File: src/rtl/tone_env_pwm.sv
// Audio output stage: shapes the divider's square wave with an ADSR envelope
// and drives the mono audio pin as a 256-cycle fixed-frequency PWM stream.
module tone_env_pwm #(
  parameter int TICK_DIV     = 12500,
  parameter int ATTACK_STEP  = 4,
  parameter int DECAY_STEP   = 1,
  parameter int SUSTAIN_LVL  = 160,
  parameter int RELEASE_STEP = 2
) (
  input  logic       clk,
  input  logic       rst,
  input  logic       tone_in,
  input  logic       gate,
  output logic       pwm_out,
  output logic       audio_en,
  output logic [7:0] env_level,
  output logic [2:0] env_state
);

  typedef enum logic [2:0] {
    IDLE    = 3'd0,
    ATTACK  = 3'd1,
    DECAY   = 3'd2,
    SUSTAIN = 3'd3,
    RELEASE = 3'd4
  } env_t;

  localparam logic [15:0] TICK_LAST = 16'(TICK_DIV - 1);
  localparam logic [8:0]  ATK_STEP9 = 9'(ATTACK_STEP);
  localparam logic [8:0]  DEC_FLOOR = 9'(SUSTAIN_LVL + DECAY_STEP);
  localparam logic [7:0]  SUS_LVL8  = 8'(SUSTAIN_LVL);
  localparam logic [7:0]  DEC_STEP8 = 8'(DECAY_STEP);
  localparam logic [7:0]  REL_STEP8 = 8'(RELEASE_STEP);

  env_t        state;
  logic [7:0]  level;
  logic        gate_m, gate_s, tone_r;
  logic [15:0] tick_cnt;
  logic        tick;
  logic [8:0]  attack_sum;
  logic [7:0]  sample;
  logic [7:0]  pwm_cnt;
  logic [7:0]  duty;

  assign env_state = state;
  assign env_level = level;

  // gate comes straight from the switch logic, so it gets a two-flop synchroniser
  always_ff @(posedge clk or posedge rst) begin
    if (rst) begin
      gate_m <= 1'b0;
      gate_s <= 1'b0;
      tone_r <= 1'b0;
    end else begin
      gate_m <= gate;
      gate_s <= gate_m;
      tone_r <= tone_in;
    end
  end

  assign tick = (tick_cnt == TICK_LAST);

  always_ff @(posedge clk or posedge rst) begin
    if (rst)       tick_cnt <= '0;
    else if (tick) tick_cnt <= '0;
    else           tick_cnt <= tick_cnt + 16'd1;
  end

  assign attack_sum = {1'b0, level} + ATK_STEP9;

  // NOTE: non-blocking assignments, so every branch below reads the pre-tick
  // level/state; audio_en is written alongside each transition out of/into IDLE.
  always_ff @(posedge clk or posedge rst) begin
    if (rst) begin
      state    <= IDLE;
      level    <= '0;
      audio_en <= 1'b0;
    end else if (tick) begin
      case (state)
        IDLE: begin
          if (gate_s) begin
            state    <= ATTACK;
            audio_en <= 1'b1;
          end
        end
        ATTACK: begin
          if (!gate_s) state <= RELEASE;
          else if (attack_sum >= 9'd255) begin
            level <= 8'hFF;
            state <= DECAY;
          end else level <= attack_sum[7:0];
        end
        DECAY: begin
          if (!gate_s) state <= RELEASE;
          else if ({1'b0, level} <= DEC_FLOOR) begin
            level <= SUS_LVL8;
            state <= SUSTAIN;
          end else level <= level - DEC_STEP8;
        end
        SUSTAIN: begin
          level <= SUS_LVL8;
          if (!gate_s) state <= RELEASE;
        end
        RELEASE: begin
          if (gate_s) state <= ATTACK;
          else if (level <= REL_STEP8) begin
            level    <= '0;
            state    <= IDLE;
            audio_en <= 1'b0;
          end else level <= level - REL_STEP8;
        end
        default: begin
          state    <= IDLE;
          level    <= '0;
          audio_en <= 1'b0;
        end
      endcase
    end
  end

  assign sample = tone_r ? level : 8'd0;

  // duty only reloads at the period boundary, so a period is never cut short
  always_ff @(posedge clk or posedge rst) begin
    if (rst) begin
      pwm_cnt <= '0;
      duty    <= '0;
      pwm_out <= 1'b0;
    end else begin
      pwm_cnt <= pwm_cnt + 8'd1;
      if (pwm_cnt == 8'hFF) duty <= sample;
      pwm_out <= (pwm_cnt < duty);
    end
  end

endmodule

File: config.mk
export PLATFORM = sky130hd
export DESIGN_NAME = tone_env_pwm
export DESIGN_NICKNAME = d
export VERILOG_FILES = /design/src/rtl/tone_env_pwm.sv
export SDC_FILE = /design/constraint.sdc
export NUM_CORES = 1
export LEC_CHECK = 0
export ABC_AREA = 1
export BUFFER_PORTS_ARGS = -buffer_cell sky130_fd_sc_hd__buf_2
export CAP_MARGIN = 10
export CORE_ASPECT_RATIO = 0.7
export CORE_MARGIN = 2
export CORE_UTILIZATION = 46
export DETAILED_ROUTE_END_ITERATION = 7
export MAX_ROUTING_LAYER = met4
export PLACE_DENSITY = 0.65
export SLEW_MARGIN = 20
export SYNTH_ARGS = -nofsm -noshare
export SYNTH_HDL_FRONTEND = slang
export SYNTH_SLANG_ARGS = --single-unit
File: constraint.sdc
create_clock -name clk -period 2 [get_ports clk]
set_clock_uncertainty 0.1 [all_clocks]
set_input_delay 0.2 -clock clk [delete_from_list [all_inputs] [get_ports clk]]
set_output_delay 0.2 -clock clk [all_outputs]
set_load 0.005 [all_outputs]
==> flow_summary.ini, run 1 <==
[status]
status = finished clean

[sta]
fin_crit_ns = 1.87
whs_ns = 0.261
tns_ns = 0
fmax_ghz = 0.533
drv_slew = 0
worstMarginPinSlew_ns = 0.554
setup_viol = 0
finalHoldViolCount = 0
fin_crit_sh_pct = 93.7
slew_headroom_pct = 63.0

[synthesis]
yosysSeqAreaShare_pct = 38.8
synth-edff-count = 0
ys_top_cells_by_area = dfrtp_1 39%, nand2_1 12%, ha_1 8.1%
yosysWarnings = 0
synth.most_common_cell = nand2_1
synth_cell_type_count = 33
syn-instance-count = 411
netlist.area_leader.share_pct = 38.8
synth_area_leader_cell = dfrtp_1
synthTopCellsByCount = 98 x nand2_1, 51 x inv_1, 48 x dfrtp_1, 42 x nor2_1, 37 x nand3_1
synth_area_um2 = 3100
synthArstFlopShare_pct = 100
avgSynthCellArea_um2 = 7.54
syn_nets = 435
synth_flop_cell = dfrtp_1
ys_ff_latch = 48

[layout]
multiInputGateArea_um2 = 1730
areaGrowthSynthToFinish_pct = 18.4
ff_latch_area_um2 = 1200
antenna_cells = 0
nNetsFinal = 481
drive_gt1_share_pct = 19.7
finalNonFillerCells = 549
final.fill_count = 609

[drt]
drc_errors = 0
drt-initial-drc-count = 196
wl_um = 7350
via_per_inst = 5.10
wl_per_cell_um = 13.4
dr.pass1.iters = 5
ant_nets = 0
via_count = 2798

[critical_path]
rr_worst_depth = 10
crit_required_ns = 2.10
cp-end-kind = register
r2r_start = env_level[1]
arrival_ns = 1.97
critPathMaxFanout = 4
rrSetupSlack_ns = 0.13
r2r_end = env_level[5]
crit_type = reg -> reg
start_kind = register

[cts]
h-tree-depth = 2
root_buffer = clkbuf_8
cts_tree = built
numCtsBuffers = 5
cts.sinks = 48
clk_path_buf_depth = 2
clk_pin_slew_worst_paths_ns = 0.10
clk_latency_ns = 0.30

[global_route]
antenna_found_initial = 0
gr-total-overflow = 0
gr-usage-all-layers_pct = 22.1
grt_pass1_wl_um = 12500
first_global_vias = 2645
grt_max_degree = 28

[die]
die_height_um = 72.7
core-area_um2 = 6370
ios = 17
row_count = 24
start_util_pct = 48.7
dieWidth_um = 102
die_area_um2 = 7420

[place]
gp_congestion = 0.952
io_buffers = 16
dp.cells = 535
dp.final_hpwl_um = 5620

[worst_hold_path]
min_from = gate_m
min_to = gate_s
hold_class = reg -> reg
hold_depth = 0

[pwr]
ir_worst_vdd_uv = 340
power_density_nw_per_um2 = 474
leakage_nw = 1.89

[flow_run]
max-cap-violations = 0
stage by stage:
stage	setup slack (ns)	area (um2)	util, %	power [mW]
global route	-0.0437	3670	57.6	1.81
CTS	0.0675	3560	56.0	1.77
global placement	0.123	3420	53.7	1.02
floorplan	0.0850	3100	-	1.01
finish	0.125	3670	57.6	1.74
detailed placement	0.0843	3420	53.7	1.03
report_power, final:
part	switching, mW	internal [mW]
clock	0.354	0.377
sequential	0.00355	0.973
combinational	0.0232	0.00928
total	0.381	1.36
worst max path at each step:
stage / startpoint / to / depth (start not counted)
floorplan: env_level[2] / env_state[2] / 14
finish: env_level[1] / env_level[5] / 10
CTS: env_level[2] / env_state[0] / 14
global route: env_level[1] / env_state[0] / 11
detailed placement: env_level[2] / env_state[0] / 14
global placement: env_level[2] / env_state[0] / 14
logic make-up (layout without fill, tap and decap cells):
kind of cell | Yosys count | in the layout | synth area share, %
AOI/OAI and AO/OA | 51 | 51 | 8.80
xor gates and xnor gates | 21 | 21 | 5.93
adders and majority gates | 20 | 20 | 8.07
buffers and inverters | 62 | 109 | 8.07
DFF | 48 | 48 | 38.8
and+or+nand+nor | 209 | 209 | 30.4
state kept, by name, summed over array words and instances, names as in the netlist:
| signal | cells |
|---|---|
| tone_r | 1 |
| tick_cnt | 16 |
| duty | 8 |
| pwm_cnt | 8 |
| env_level | 8 |
| audio_en | 1 |
| gate_s | 1 |
| gate_m | 1 |
| pwm_out | 1 |
| env_state | 3 |
critical path, cell delays in order (launching register included):
cell,delay [ns]
dfrtp_1,0.36
inv_1,0.09
ha_1,0.25
o21ai_1,0.20
nand3_1,0.11
nand2_1,0.15
nand2_1,0.15
o21ai_1,0.15
nand3_1,0.08
nand2_1,0.08
nand2_1,0.05
cell usage in the layout, fill, tap and decap left out, drive strengths merged, types with 2 or more instances in the layout:
cell type / synthesis / layout
o21ai: 32 / 32
xor2: 20 / 20
nor4: 2 / 2
nand4: 9 / 9
dlygate4sd3: 0 / 3
dfrtp: 48 / 48
nand2: 103 / 103
ha: 20 / 20
nor3: 6 / 6
buf: 3 / 40
nor2: 46 / 46
clkbuf: 1 / 5
inv: 57 / 58
nand3: 40 / 40
a21oi: 15 / 15
cell type report:
| class | instances | share of cell area [%] |
|---|---|---|
| clock inverter | 3 | 1.26 |
| multi-input combinational | 301 | 47.1 |
| tap | 91 | 3.10 |
| inverter | 58 | 5.97 |
| clock buffer | 5 | 1.88 |
| sequential | 48 | 32.7 |
| timing repair buffer | 43 | 7.91 |
layer usage:
| metal | share of wire [%] | wire length (um) | vias up | global-route usage [%] |
|---|---|---|---|---|
| met4 | 0.41 | 30 | 0 | 3.70 |
| met3 | 8.6 | 633 | 4 | 6.13 |
| li1 | - | - | 1415 | - |
| met5 | 0 | 0 | - | - |
| met2 | 41 | 3020 | 92 | 30.9 |
| met1 | 50 | 3670 | 1287 | 32.4 |
timing repair:
item | in CTS | in global routing
hold endpoints to repair | 27 | 0
hold buffers | 3 | 0
resized for setup | 0 | 21
buffers inserted | 0 | 3
setup endpoints to repair | 0 | 10
Power figures use the tool's default switching activity.
==> run 2, diff against run 1 <==
--- a/config.mk
+++ b/config.mk
@@ -10,10 +10,10 @@
 export CAP_MARGIN = 10
 export CORE_ASPECT_RATIO = 0.7
 export CORE_MARGIN = 2
-export CORE_UTILIZATION = 46
+export CORE_UTILIZATION = 37
+export CTS_BUF_LIST = sky130_fd_sc_hd__clkbuf_2 sky130_fd_sc_hd__clkbuf_4 sky130_fd_sc_hd__clkbuf_8
 export DETAILED_ROUTE_END_ITERATION = 7
 export MAX_ROUTING_LAYER = met4
-export PLACE_DENSITY = 0.65
 export SLEW_MARGIN = 20
 export SYNTH_ARGS = -nofsm -noshare
 export SYNTH_HDL_FRONTEND = slang
==> flow_summary.ini, run 2 (synthesis gave the netlist of run 1 again) <==
[sta]
whs_ns = 0.254
fin_crit_sh_pct = 93.4
fmax_ghz = 0.535
tns_ns = 0
drv_slew = 0
fin_crit_ns = 1.87
slew_headroom_pct = 64.1
rsz0062_at_grt = no
worstMarginPinSlew_ns = 0.537
finalHoldViolCount = 0
setup_viol = 0

[pwr]
leakage_nw = 1.89
power_density_nw_per_um2 = 491
post-layout-total-power_mw = 1.78
ir_worst_vdd_uv = 437

[cts]
post_cts_buffers = 0
cts.sinks = 48
cts_tree = built
numCtsBuffers = 5
clk_path_buf_depth = 2
clk_pin_slew_worst_paths_ns = 0.10
h-tree-depth = 2
clk_latency_ns = 0.32
root_buffer = clkbuf_8

[global_route]
grt_pass1_wl_um = 12800
antenna_found_initial = 0
first_global_vias = 2554
gr-total-overflow = 0
gr-usage-all-layers_pct = 18.5
grt_max_degree = 23

[status]
status = finished clean

[critical_path]
cp-end-kind = register
critPathMaxFanout = 4
crit_required_ns = 2.11
rr_worst_depth = 11
arrival_ns = 1.97
start_kind = register
rrSetupSlack_ns = 0.13
r2r_end = env_state[2]
crit_type = reg -> reg
r2r_start = env_level[2]

[layout]
drive_gt1_share_pct = 17.6
final_cell_mix = 96 x nand2_1, 50 x inv_1, 48 x dfrtp_1, 42 x nor2_1, 36 x nand3_1
top_register = tick_cnt
nNetsFinal = 478
final.fill_count = 813
largest_register_ffs = 16
areaGrowthSynthToFinish_pct = 16.8
antenna_cells = 0
final_common_cell = nand2_1

[die]
ios = 17
core-area_um2 = 8010
dieWidth_um = 113
row_count = 27
die_area_um2 = 9140
die_height_um = 80.6
start_util_pct = 38.7

[worst_hold_path]
hold_depth = 0
hold_class = reg -> reg
min_from = gate_m
min_to = gate_s

[drt]
dr.pass1.iters = 4
via_per_inst = 4.91
ant_nets = 0
drt-initial-drc-count = 201
wl_um = 7610
wl_per_cell_um = 13.7
via_count = 2732
drc_errors = 0

[place]
gp_congestion = 0.964
dp.final_hpwl_um = 5930
io_buffers = 16

[flow_run]
max-cap-violations = 0
[run 2: cell count changes in the layout (fill, tap and decap cells not counted), moves of 2 or more]
cell | previous run | this run
buf_4 | 24 | 21
ha_2 | 2 | 4
ha_4 | 2 | 0
inv_1 | 48 | 50
inv_2 | 9 | 7
nand3_1 | 34 | 36
nand3_2 | 6 | 4
nor2_1 | 40 | 42
nor2_2 | 4 | 2
[run 2: cell type report]
cell class                      instances  area, um2  share of cell area [%]
Multi-Input combinational cell        301       1690                    46.5
Sequential cell                        48       1200                    33.2
Timing Repair Buffer                   40        268                    7.39
Inverter                               58        219                    6.05
Tap cell                              101        126                    3.49
Clock buffer                            6       82.6                    2.28
Clock inverter                          2       38.8                    1.07
[run 2: power breakdown]
part           total [mW]  leakage, nW  internal [mW]  switching (mW)
Sequential          0.976        0.635          0.973         0.00348
Combinational      0.0337         1.19        0.00927          0.0245
Clock               0.768       0.0614          0.409           0.358
[run 2: worst max-delay path by stage]
stage | from | end | depth (start not counted)
after floorplan | env_level[2] | env_state[2] | 14
after global placement | env_level[3] | env_level[3] | 11
after detailed placement | env_level[2] | env_state[2] | 14
after CTS | env_level[2] | env_level[3] | 11
after global routing | tick_cnt[0] | env_state[2] | 10
final | env_level[2] | env_state[2] | 11
[run 2: worst max-delay path, stage by stage (launching register included)]
cell	delay [ns]
dfrtp_1	0.39
inv_1	0.11
ha_2	0.22
inv_1	0.05
o21ai_1	0.15
nand3_1	0.09
nand2_1	0.12
nand2_1	0.12
nor2_1	0.19
nor2_4	0.07
nand3_1	0.08
nand2_1	0.06
[run 2: what timing repair did]
| action | in CTS | in global routing |
|---|---|---|
| hold buffers | 3 | 0 |
| endpoints found under the hold margin | 22 | 0 |
| gates resized for setup | 0 | 12 |
| endpoints found under the setup margin | 0 | 9 |
[run 2: stage by stage]
step | utilization (%) | std cells | instance area, um2 | setup WS [ns]
floorplan | - | 411 | 3100 | 0.0850
global placement | 42.9 | 545 | 3430 | 0.0886
detailed placement | 42.9 | 545 | 3430 | 0.0817
CTS | 44.8 | 556 | 3580 | 0.0512
global route | 45.2 | 556 | 3620 | 0.00431
finish | 45.2 | 556 | 3620 | 0.131
[run 2: per-layer routing]
metal / track usage, % / vias up / routed length (um)
li1: - / 1406 / -
met3: 4.30 / 8 / 371
met2: 25.7 / 60 / 3000
met4: 4.88 / 0 / 74
met5: - / - / 0
met1: 26.9 / 1258 / 4160
